--- config.mk ---
export PLATFORM = sky130hd
export DESIGN_NAME = adc_sgm58600_emu_flat
export DESIGN_NICKNAME = d
export VERILOG_FILES = /design/src/rtl/adc_sgm58600_pkg.sv /design/src/rtl/adc_sgm58600_emu_if.sv /design/src/rtl/adc_sgm58600_emu_shifter.sv /design/src/rtl/adc_sgm58600_emu.sv /design/src/flat_wrapper.sv
export SDC_FILE = /design/constraint.sdc
export NUM_CORES = 1
export LEC_CHECK = 0
export BUFFER_PORTS_ARGS = -buffer_cell sky130_fd_sc_hd__clkbuf_2
export CAP_MARGIN = 15
export CORE_MARGIN = 4
export CORE_UTILIZATION = 30
export CTS_CLUSTER_SIZE = 30
export DETAILED_ROUTE_END_ITERATION = 6
export GPL_TIMING_DRIVEN = 0
export PLACE_DENSITY_LB_ADDON = 0.15
export SLEW_MARGIN = 20
export SYNTH_ARGS = -nofsm -noshare
export SYNTH_HDL_FRONTEND = slang
export SYNTH_SLANG_ARGS = --single-unit
--- constraint.sdc ---
create_clock -name adc_clk -period 4.85 [get_ports adc_clk]
set_input_delay 0.97 -clock adc_clk [delete_from_list [all_inputs] [get_ports adc_clk]]
set_output_delay 0.97 -clock adc_clk [all_outputs]
set_load 0.01 [all_outputs]
--- src/rtl/adc_sgm58600_pkg.sv ---
// adc_sgm58600_pkg: command codes, register addresses and parser states of the ADC emulator
package adc_sgm58600_pkg;
  localparam logic [3:0] CMD_WREG = 4'b0101;
  localparam logic [7:0] CMD_RDATAC = 8'h03;
  localparam logic [7:0] CMD_SDATAC = 8'h0F;
  localparam logic [1:0] ADDR_STATUS = 2'd0;
  localparam logic [1:0] ADDR_MUX = 2'd1;
  localparam logic [1:0] ADDR_ADCON = 2'd2;
  localparam logic [1:0] ADDR_DRATE = 2'd3;
  typedef enum logic [3:0] {
    ST_CMD   = 4'b0001,
    ST_WCNT  = 4'b0010,
    ST_WDATA = 4'b0100,
    ST_RDC   = 4'b1000
  } state_t;
endpackage

--- src/rtl/adc_sgm58600_emu_if.sv ---
// adc_sgm58600_emu_if: SPI, SYNC and DRDY wires between the ADC controller and the emulated device
interface adc_sgm58600_emu_if;
  logic adc_cs_n, adc_sclk, adc_din, adc_sync_n, adc_dout, adc_drdy_n;
  modport master(output adc_cs_n, adc_sclk, adc_din, adc_sync_n, input adc_dout, adc_drdy_n);
  modport slave(input adc_cs_n, adc_sclk, adc_din, adc_sync_n, output adc_dout, adc_drdy_n);
endinterface

--- src/rtl/adc_sgm58600_emu_shifter.sv ---
// adc_spi_slave_shifter: SCLK edge detect, RX byte assembly and 24-bit TX shift register
module adc_spi_slave_shifter (
  input  logic        adc_clk,
  input  logic        rstn,
  input  logic        cs_n,
  input  logic        sclk,
  input  logic        din,
  input  logic        load,
  input  logic        shift_en,
  input  logic [23:0] load_data,
  output logic        fall,
  output logic        byte_done,
  output logic        tx_done,
  output logic        dout,
  output logic [7:0]  rx_byte
);
  logic s1, s2, rise;
  logic [2:0] bit_cnt;
  logic [6:0] rx_sr;
  logic [23:0] tx_sr;
  logic [4:0] tx_cnt;
  assign rise = s1 & ~s2 & ~cs_n;
  assign fall = ~s1 & s2 & ~cs_n;
  assign tx_done = tx_cnt == 5'd24;
  assign dout = tx_sr[23];
  always_ff @(posedge adc_clk) begin
    if (!rstn) begin
      s1 <= 1'b0;
      s2 <= 1'b0;
      bit_cnt <= '0;
      rx_sr <= '0;
      rx_byte <= '0;
      byte_done <= 1'b0;
      tx_sr <= '0;
      tx_cnt <= '0;
    end else begin
      s1 <= sclk;
      s2 <= s1;
      byte_done <= rise && bit_cnt == 3'd7;
      if (cs_n) bit_cnt <= '0;
      else if (rise) begin
        rx_sr <= {rx_sr[5:0], din};
        bit_cnt <= bit_cnt + 3'd1;
        if (bit_cnt == 3'd7) rx_byte <= {rx_sr, din};
      end
      // a new conversion always restarts the word, even mid-read
      if (load) begin
        tx_sr <= load_data;
        tx_cnt <= '0;
      end else if (shift_en && rise && !tx_done) begin
        tx_sr <= {tx_sr[22:0], 1'b0};
        tx_cnt <= tx_cnt + 5'd1;
      end
    end
  end
endmodule

--- src/rtl/adc_sgm58600_emu.sv ---
// adc_sgm58600_emu: SPI-slave emulator of the SGM58600/ADS1255 for loopback and board-less bring-up
module adc_sgm58600_emu
  import adc_sgm58600_pkg::*;
#(
  parameter int CONV_PERIOD = 256,
  parameter int DRDY_HIGH_CLKS = 4,
  parameter logic [7:0] STATUS_RST = 8'h01,
  parameter logic [7:0] MUX_RST = 8'h01,
  parameter logic [7:0] ADCON_RST = 8'h20,
  parameter logic [7:0] DRATE_RST = 8'hF0
) (
  input  logic                      adc_clk,
  input  logic                      rstn,
  adc_sgm58600_emu_if.slave         spi,
  input  logic [23:0]               sample_data,
  output logic                      conv_strobe,
  output logic [7:0]                reg_status,
  output logic [7:0]                reg_mux,
  output logic [7:0]                reg_adcon,
  output logic [7:0]                reg_drate,
  output logic                      rdatac_mode
);
  localparam logic [15:0] LAST = 16'(CONV_PERIOD - 1);
  localparam logic [15:0] HIGH_AT = 16'(CONV_PERIOD - DRDY_HIGH_CLKS);
  logic [15:0] cnt, cnt_nxt;
  logic wrap, drdy_n, fall, byte_done, tx_done, tx_dout;
  logic [7:0] rx_byte;
  logic [7:0] regs [4];
  logic [4:0] addr, remain;
  state_t state;
  assign cnt_nxt = cnt == LAST ? '0 : cnt + 16'd1;
  assign wrap = spi.adc_sync_n && cnt == LAST;
  assign rdatac_mode = state == ST_RDC;
  assign spi.adc_dout = rdatac_mode & tx_dout;
  assign spi.adc_drdy_n = drdy_n;
  assign reg_status = regs[ADDR_STATUS];
  assign reg_mux = regs[ADDR_MUX];
  assign reg_adcon = regs[ADDR_ADCON];
  assign reg_drate = regs[ADDR_DRATE];
  adc_spi_slave_shifter u_shifter (
    .adc_clk(adc_clk), .rstn(rstn), .cs_n(spi.adc_cs_n), .sclk(spi.adc_sclk), .din(spi.adc_din),
    .load(wrap), .shift_en(rdatac_mode && !drdy_n), .load_data(sample_data),
    .fall(fall), .byte_done(byte_done), .tx_done(tx_done), .dout(tx_dout), .rx_byte(rx_byte)
  );
  always_ff @(posedge adc_clk) begin
    if (!rstn) begin
      cnt <= '0;
      drdy_n <= 1'b1;
      conv_strobe <= 1'b0;
    end else begin
      conv_strobe <= wrap;
      cnt <= spi.adc_sync_n ? cnt_nxt : '0;
      // a finished read releases DRDY early; it stays high until the next conversion
      if (!spi.adc_sync_n) drdy_n <= 1'b1;
      else if (wrap) drdy_n <= 1'b0;
      else if (cnt_nxt == HIGH_AT || (rdatac_mode && tx_done && fall)) drdy_n <= 1'b1;
    end
  end
  always_ff @(posedge adc_clk) begin
    if (!rstn) begin
      state <= ST_CMD;
      addr <= '0;
      remain <= '0;
      regs[ADDR_STATUS] <= STATUS_RST;
      regs[ADDR_MUX] <= MUX_RST;
      regs[ADDR_ADCON] <= ADCON_RST;
      regs[ADDR_DRATE] <= DRATE_RST;
    end else if (byte_done) begin
      unique case (state)
        ST_CMD: begin
          if (rx_byte[7:4] == CMD_WREG) begin
            addr <= {1'b0, rx_byte[3:0]};
            state <= ST_WCNT;
          end else if (rx_byte == CMD_RDATAC) state <= ST_RDC;
        end
        ST_WCNT: begin
          remain <= {1'b0, rx_byte[3:0]} + 5'd1;
          state <= ST_WDATA;
        end
        ST_WDATA: begin
          if (addr < 5'd4) regs[addr[1:0]] <= rx_byte;
          addr <= addr + 5'd1;
          remain <= remain - 5'd1;
          if (remain == 5'd1) state <= ST_CMD;
        end
        ST_RDC: if (rx_byte == CMD_SDATAC) state <= ST_CMD;
        default: state <= ST_CMD;
      endcase
    end
  end
endmodule
--- src/flat_wrapper.sv ---
// flat-port wrapper written by rule: the top's interface ports become plain ports
module adc_sgm58600_emu_flat import adc_sgm58600_pkg::*;
#(
  parameter int CONV_PERIOD = 256,
  parameter int DRDY_HIGH_CLKS = 4,
  parameter logic [7:0] STATUS_RST = 8'h01,
  parameter logic [7:0] MUX_RST = 8'h01,
  parameter logic [7:0] ADCON_RST = 8'h20,
  parameter logic [7:0] DRATE_RST = 8'hF0
)
  (adc_clk, rstn, sample_data, conv_strobe, reg_status, reg_mux, reg_adcon, reg_drate, rdatac_mode, spi_adc_cs_n, spi_adc_sclk, spi_adc_din, spi_adc_sync_n, spi_adc_dout, spi_adc_drdy_n);
  adc_sgm58600_emu_if spi_i ();
  input  logic adc_clk;
  input  logic rstn;
  input  logic [23:0] sample_data;
  output logic conv_strobe;
  output logic [7:0] reg_status;
  output logic [7:0] reg_mux;
  output logic [7:0] reg_adcon;
  output logic [7:0] reg_drate;
  output logic rdatac_mode;
  input wire logic [$bits(spi_i.adc_cs_n)-1:0] spi_adc_cs_n;
  input wire logic [$bits(spi_i.adc_sclk)-1:0] spi_adc_sclk;
  input wire logic [$bits(spi_i.adc_din)-1:0] spi_adc_din;
  input wire logic [$bits(spi_i.adc_sync_n)-1:0] spi_adc_sync_n;
  output wire logic [$bits(spi_i.adc_dout)-1:0] spi_adc_dout;
  output wire logic [$bits(spi_i.adc_drdy_n)-1:0] spi_adc_drdy_n;
  assign spi_i.adc_cs_n = spi_adc_cs_n;
  assign spi_i.adc_sclk = spi_adc_sclk;
  assign spi_i.adc_din = spi_adc_din;
  assign spi_i.adc_sync_n = spi_adc_sync_n;
  assign spi_adc_dout = spi_i.adc_dout;
  assign spi_adc_drdy_n = spi_i.adc_drdy_n;
  adc_sgm58600_emu #(.CONV_PERIOD(CONV_PERIOD), .DRDY_HIGH_CLKS(DRDY_HIGH_CLKS), .STATUS_RST(STATUS_RST), .MUX_RST(MUX_RST), .ADCON_RST(ADCON_RST), .DRATE_RST(DRATE_RST)) u_core (.adc_clk(adc_clk), .rstn(rstn), .spi(spi_i), .sample_data(sample_data), .conv_strobe(conv_strobe), .reg_status(reg_status), .reg_mux(reg_mux), .reg_adcon(reg_adcon), .reg_drate(reg_drate), .rdatac_mode(rdatac_mode));
endmodule
; Yosys cells after proc, flatten, opt, wreduce, memory -nomap -nowiden
; Memories as Yosys holds them, arrays and structs flattened.
; Cells that the tools add are included.
[word_totals]
inputBits = 30
mem_count = 1
latch_bits = 0
register_bits = 82
output_inout_bits = 36
mem_bits_rw = 32
word_cells = 92
rom_bits = 0
[memory_table]
columns = name, depth, word_bits, read_ports, rd_clocked_by_memory_dff, wr, line_no
row1 = u_core.regs, 4, 8, 4, 0, 4, adc_sgm58600_emu.sv:28  ; logic [7:0] regs [4];
[op_classes]
add_sub_neg = 6
n_mul = 0
n_lt_le_gt_ge = 1
n_bitwise = 9
n_mux = 22
n_reduce_logical = 23
div_mod_pow = 0
n_shift = 0
n_eq_ne = 16
[ops]
columns = op, n
row1 = two-way mux 24 bit, 2
row2 = "== test 16 x 8 -> 1 bit, second input constant", 2
row3 = one-hot mux 5 bit (2 select lines), 2
row4 = "adder 16 x 1 -> 16 bit, second input constant", 1
row5 = two-way mux 16 bit, 1
row6 = two-way mux 4 bit, 4
row7 = one-hot mux 4 bit (4 select lines), 1
row8 = "adder 5 x 1 -> 5 bit, second input constant", 2
row9 = two-way mux 1 bit, 9
row10 = "== test 4 x 3 -> 1 bit, second input constant", 2
row11 = "== test 8 x 2 -> 1 bit, second input constant", 1
row12 = "== test 8 x 4 -> 1 bit, second input constant", 1
row13 = two-way mux 8 bit, 1
row14 = nonzero test 2 bit, 4
row15 = OR reduction 8 bit, 1
row16 = logical AND 1 bit, 7
row17 = AND reduction 2 bit, 3
row18 = AND reduction 3 bit, 2
row19 = "adder 4 x 1 -> 5 bit, second input constant", 1
row20 = bitwise AND 1 bit, 5
row21 = "== test 5 x 1 -> 1 bit, second input constant", 1
row22 = "== test 5 bit, second input constant", 1
row23 = "less-than comparator 5 x 3 -> 1 bit, second input constant", 1
row24 = two-way mux 5 bit, 1
row25 = other kinds (15), 21

; Logic depth before layout (Yosys ltp)
[logic_depth]
depth_word = 8
mapped_depth = 8

; Hierarchy
; A second synthesis with hierarchy kept.
[unflattened]
hier_cells = 565
hier_area_um2 = 5368.9
[modules_own_cells]
columns = mod, cells_per_inst, seq_area_each_um2, n_inst, area_per_inst_um2
row1 = adc_sgm58600_emu, 325, 1601.5, 1, 3180.6
row2 = adc_spi_slave_shifter, 240, 1001.0, 1, 2188.3

; Worst setup path before layout
; No wires, ideal clock.
[synth_path]
path_type = input to register
start = in spi_adc_cs_n
end = reg u_core.u_shifter.tx_sr[10]
setup_ns = 0.137
cell_stages = 7
n_path_buf = 3
t_arrival_ns = 2.444
setup_slack_ns = 2.268
path_cell_list = or3b_2 > clkbuf_1 > nor4_4 > buf_6 > buf_12 > mux2i_1 > a211oi_1
[synth_between]
elab_chain_cells = 5
[synth_lines]
columns = item, line_no
row1 = from (decl), flat_wrapper.sv:22  ; input wire logic [$bits(spi_i.adc_cs_n)-1:0] spi_adc_cs_n;
row2 = inverter 1 bit (no source line), --
row3 = bitwise AND 1 bit, adc_sgm58600_emu_shifter.sv:22  ; assign rise = s1 & ~s2 & ~cs_n;
row4 = logical AND 1 bit (2 in series), adc_sgm58600_emu_shifter.sv:50  ; end else if (shift_en && rise && !tx_done) begin
row5 = nonzero test 2 bit (no source line), --
row6 = to (signal assigned), adc_sgm58600_emu_shifter.sv:48  ; tx_sr <= load_data;
row7 = to (signal assigned), adc_sgm58600_emu_shifter.sv:51  ; tx_sr <= {tx_sr[22:0], 1'b0};
row8 = to (decl), adc_sgm58600_emu_shifter.sv:20  ; logic [23:0] tx_sr;
; No other way between the ends.
; A chain may end at the register's enable or synchronous reset.

; Worst setup path after layout
[layout_path]
start = reg u_core.state[1]
end = out spi_adc_dout
[layout_between]
elab_chain_cells = 2
[layout_lines]
columns = item, line_no
row1 = from (decl), adc_sgm58600_emu.sv:30  ; state_t state;
row2 = from (signal assigned), adc_sgm58600_emu.sv:61  ; state <= ST_CMD;
row3 = from (signal assigned), adc_sgm58600_emu.sv:73  ; state <= ST_WCNT;
row4 = from (signal assigned), adc_sgm58600_emu.sv:74  ; end else if (rx_byte == CMD_RDATAC) state <= ST_RDC;
row5 = == test 4 bit, adc_sgm58600_emu.sv:33  ; assign rdatac_mode = state == ST_RDC;
row6 = bitwise AND 1 bit, adc_sgm58600_emu.sv:34  ; assign spi.adc_dout = rdatac_mode & tx_dout;
row7 = to (decl), flat_wrapper.sv:26  ; output wire logic [$bits(spi_i.adc_dout)-1:0] spi_adc_dout;
; No other way between the ends.

==> impl_summary.log <==
INFO  metric outcome = completed
INFO  metric cts.sinks = 114
INFO  metric startpoint_type = flop
INFO  metric post_route_cells_drive_above_1_share = 18.6%
INFO  metric overflow = 0
INFO  metric grt_setup_unrepaired = no
INFO  metric layout_worst_path_cycle_share = 58.9%
INFO  metric maxSlewViolCount = 0
INFO  metric detail_route.first_pass.iterations = 4
INFO  metric dp_worst_setup_slack = about 1900 ps
INFO  metric fp-row-count = 47
INFO  metric worst_slack = 2000 ps
INFO  metric io_buffers = 65
INFO  metric crit_path_end_kind = output pin
INFO  metric first_global_vias = 3,922
INFO  metric design.die.area = 19,600 um2
INFO  metric wirelength = ~12 mm
INFO  metric floorplan.initialDensity = 31.1%
INFO  metric synth_enable_flop_cells = 32
INFO  metric post-route-min-period = between 2000 and 3000 ps
INFO  metric worst_skew_pair.late_latency = 420 ps
INFO  metric design_power_total = 2.18 mW
INFO  metric synth_area = 5220 um2
INFO  metric design.core.area = 16,800 um2
INFO  metric num-fill-cells = approximately 1,800
INFO  metric arrival = 1880 ps
INFO  metric worst_clock_skew = 16.8 ps
INFO  metric groute.usage.overall = around 12%
INFO  metric n_antenna_cell = 0
INFO  metric route.detailed.vias_per_inst = 4.70
INFO  metric cellPowerDensity = about 340 nW/um2
INFO  metric post_route_standard_cell_area_excluding_fillers = 6350 um2
INFO  metric grt_pass1_wl = 19.7 mm
INFO  metric timing.max_cap.violations = 0
INFO  metric post-dp-hpwl = 8.47 mm
INFO  metric postSynthAreaPerCell = 9.67 um2
INFO  metric worst_slew_margin_rel = 40.9%
INFO  metric timing.critical_path.required = 3880 ps
INFO  metric antenna_violations_before_repair = 0
INFO  metric h-tree-depth = 4
INFO  metric synth.most_common_cell = dfxtp_1
INFO  metric cts_post_setup_buffers_inserted = 0
INFO  metric place_area = 5820 um2
INFO  metric grt_start_max_net_pins = 17
INFO  metric critical_path.max_fanout = 9
INFO  metric hold_buffers = 0
INFO  metric layout.area.seq = 2600 um2
INFO  metric route.antenna.remaining_nets = 0
INFO  metric post_cts_resized = 0
INFO  metric ys_ff_latch = 114
INFO  metric cts_tree = done
INFO  metric multi_input_comb_area = 2420 um2
INFO  metric yosysWarnings = 0
INFO  metric critPathKind = flop to output pin
INFO  metric chipWidth = 140 um
INFO  metric final_net_count = 663
INFO  metric netlist_top_cells_area = dfxtp_1 (31%), edfxtp_1 (18%), mux2i_1 (5.9%)
INFO  metric fmax = 350 MHz
INFO  metric synth_nets = 579
INFO  metric synth_top_flop_cell = dfxtp_1
INFO  metric cts_inserted_buffers = 17
INFO  metric vias = 4,022
INFO  metric yosysTopAreaCellShare = 31.4%
INFO  metric irDropWorstVdd = 0.244 mV
INFO  metric drt_iter0_drc = 156
INFO  metric number_of_distinct_standard_cells_referenced_by_the_synthesized_netlist = 58
INFO  metric tightestPinTransition = 884 ps
INFO  metric area.growth.synth_to_final = 21.7%
INFO  metric drc_errors = 0
INFO  metric power.static_leakage = 2.16 nW
INFO  metric place_congestion = 0.768
INFO  metric asyncSetResetFlopFracSynth = 0%
INFO  metric setup_violations = 0
INFO  metric synth.yosys.seq_area_share = about half
INFO  metric path_clk_slew = 50 ps
INFO  metric ctsRootBufferMaster = clkbuf_16
INFO  metric finalHoldViolations = 0
INFO  metric min_path_type = flop to flop
INFO  metric cts_buffer_depth = 2
INFO  metric synthesis.instances = 540
INFO  metric drt-wirelength-per-cell = 13.8 um
INFO  metric die_height = 140 um
INFO  metric tns = 0 ps
INFO  metric yosys-top-cells-count = dfxtp_1 (82), nor2_1 (67), nand2_1 (56), edfxtp_1 (32), mux2i_1 (31)
INFO  metric synth_largest_area_cell = dfxtp_1
INFO  metric ioPinCount = 66
metal layers:
layer | vias up | track usage (%) | wire [um]
met5 | - | 0 | 0
met4 | 0 | 4.13 | 78
met3 | 4 | 4.46 | 580
met2 | 80 | 19.3 | 5480
met1 | 1857 | 16.3 | 5660
li1 | 2081 | - | -
kinds of logic (layout without fill, tap and decap cells):
logic type | after synthesis | in the layout | synth area share, %
multiplexers | 32 | 32 | 6.16
AND/OR/NAND/NOR | 235 | 235 | 23.7
buffers and inverters | 43 | 139 | 3.83
adder cells (fa/ha/maj) | 9 | 9 | 2.16
XOR/XNOR | 22 | 22 | 3.69
AO/OA/AOI/OAI | 85 | 85 | 10.6
flip-flops | 114 | 114 | 49.8
sequential cells by signal, summed over array words and instances (netlist names), 3 cells and up:
name,count
u_core.cnt,16
u_core.regs,32
u_core.u_shifter.tx_cnt,5
u_core.u_shifter.tx_sr,24
u_core.addr,5
u_core.state,4
u_core.u_shifter.rx_byte,8
u_core.u_shifter.rx_sr,7
u_core.u_shifter.bit_cnt,3
u_core.remain,5
critical path, stage by stage (launching register included):
cell and delay (ps):
dfxtp_1 290, buf_2 160, or4b_4 560, inv_1 180, and2_1 150, clkbuf_2 130
cell type report:
type	instances	share of cell area [%]
Multi-Input combinational cell	383	38.1
Inverter	12	0.709
Clock buffer	24	7.42
Timing Repair Buffer	65	5.12
Buffer	31	2.44
Clock inverter	7	0.945
Sequential cell	114	41.0
Tap cell	220	4.33
placed cells by master (no fill, tap or decap), types with 9 or more instances in the layout:
| cell type | instances |
|---|---|
| nor2_1 | 67 |
| nand2_1 | 56 |
| inv_1 | 11 |
| clkbuf_1 | 29 |
| nand3_1 | 13 |
| dfxtp_1 | 82 |
| and2_1 | 27 |
| a211oi_1 | 24 |
| a21oi_1 | 30 |
| clkbuf_2 | 65 |
| edfxtp_1 | 32 |
| ha_1 | 9 |
| mux2i_1 | 31 |
| o21ai_0 | 12 |
| xnor2_1 | 14 |
| clkbuf_16 | 17 |
stage by stage:
step	std cells	hold slack, ps	util, %
after floorplan	540	432	-
after global placement	825	446	34.6
after detailed placement	825	448	34.6
after CTS	856	455	37.8
after global routing	856	473	37.8
final	856	451	37.8
path summary, 6_finish.rpt:
check	start	endpoint	slack (ps)	cells after the start
setup / recovery	u_core.state[1]	spi_adc_dout	2000	5
hold reg to reg	u_core.u_shifter.rx_sr[6]	u_core.u_shifter.rx_sr[6]	450	2
setup reg to reg	u_core.state[1]	u_core.regs[2][1]	2090	7
hold / removal	u_core.u_shifter.rx_sr[6]	u_core.u_shifter.rx_sr[6]	450	2
power breakdown:
| group | total [mW] | leakage (nW) | switching (mW) | internal [mW] |
|---|---|---|---|---|
| combinational | 0.0591 | 0.946 | 0.0380 | 0.0211 |
| clock | 1.13 | 0.267 | 0.405 | 0.721 |
| sequential | 0.997 | 0.949 | 0.00491 | 0.992 |
Note: power is estimated with default switching activity, not from simulation.
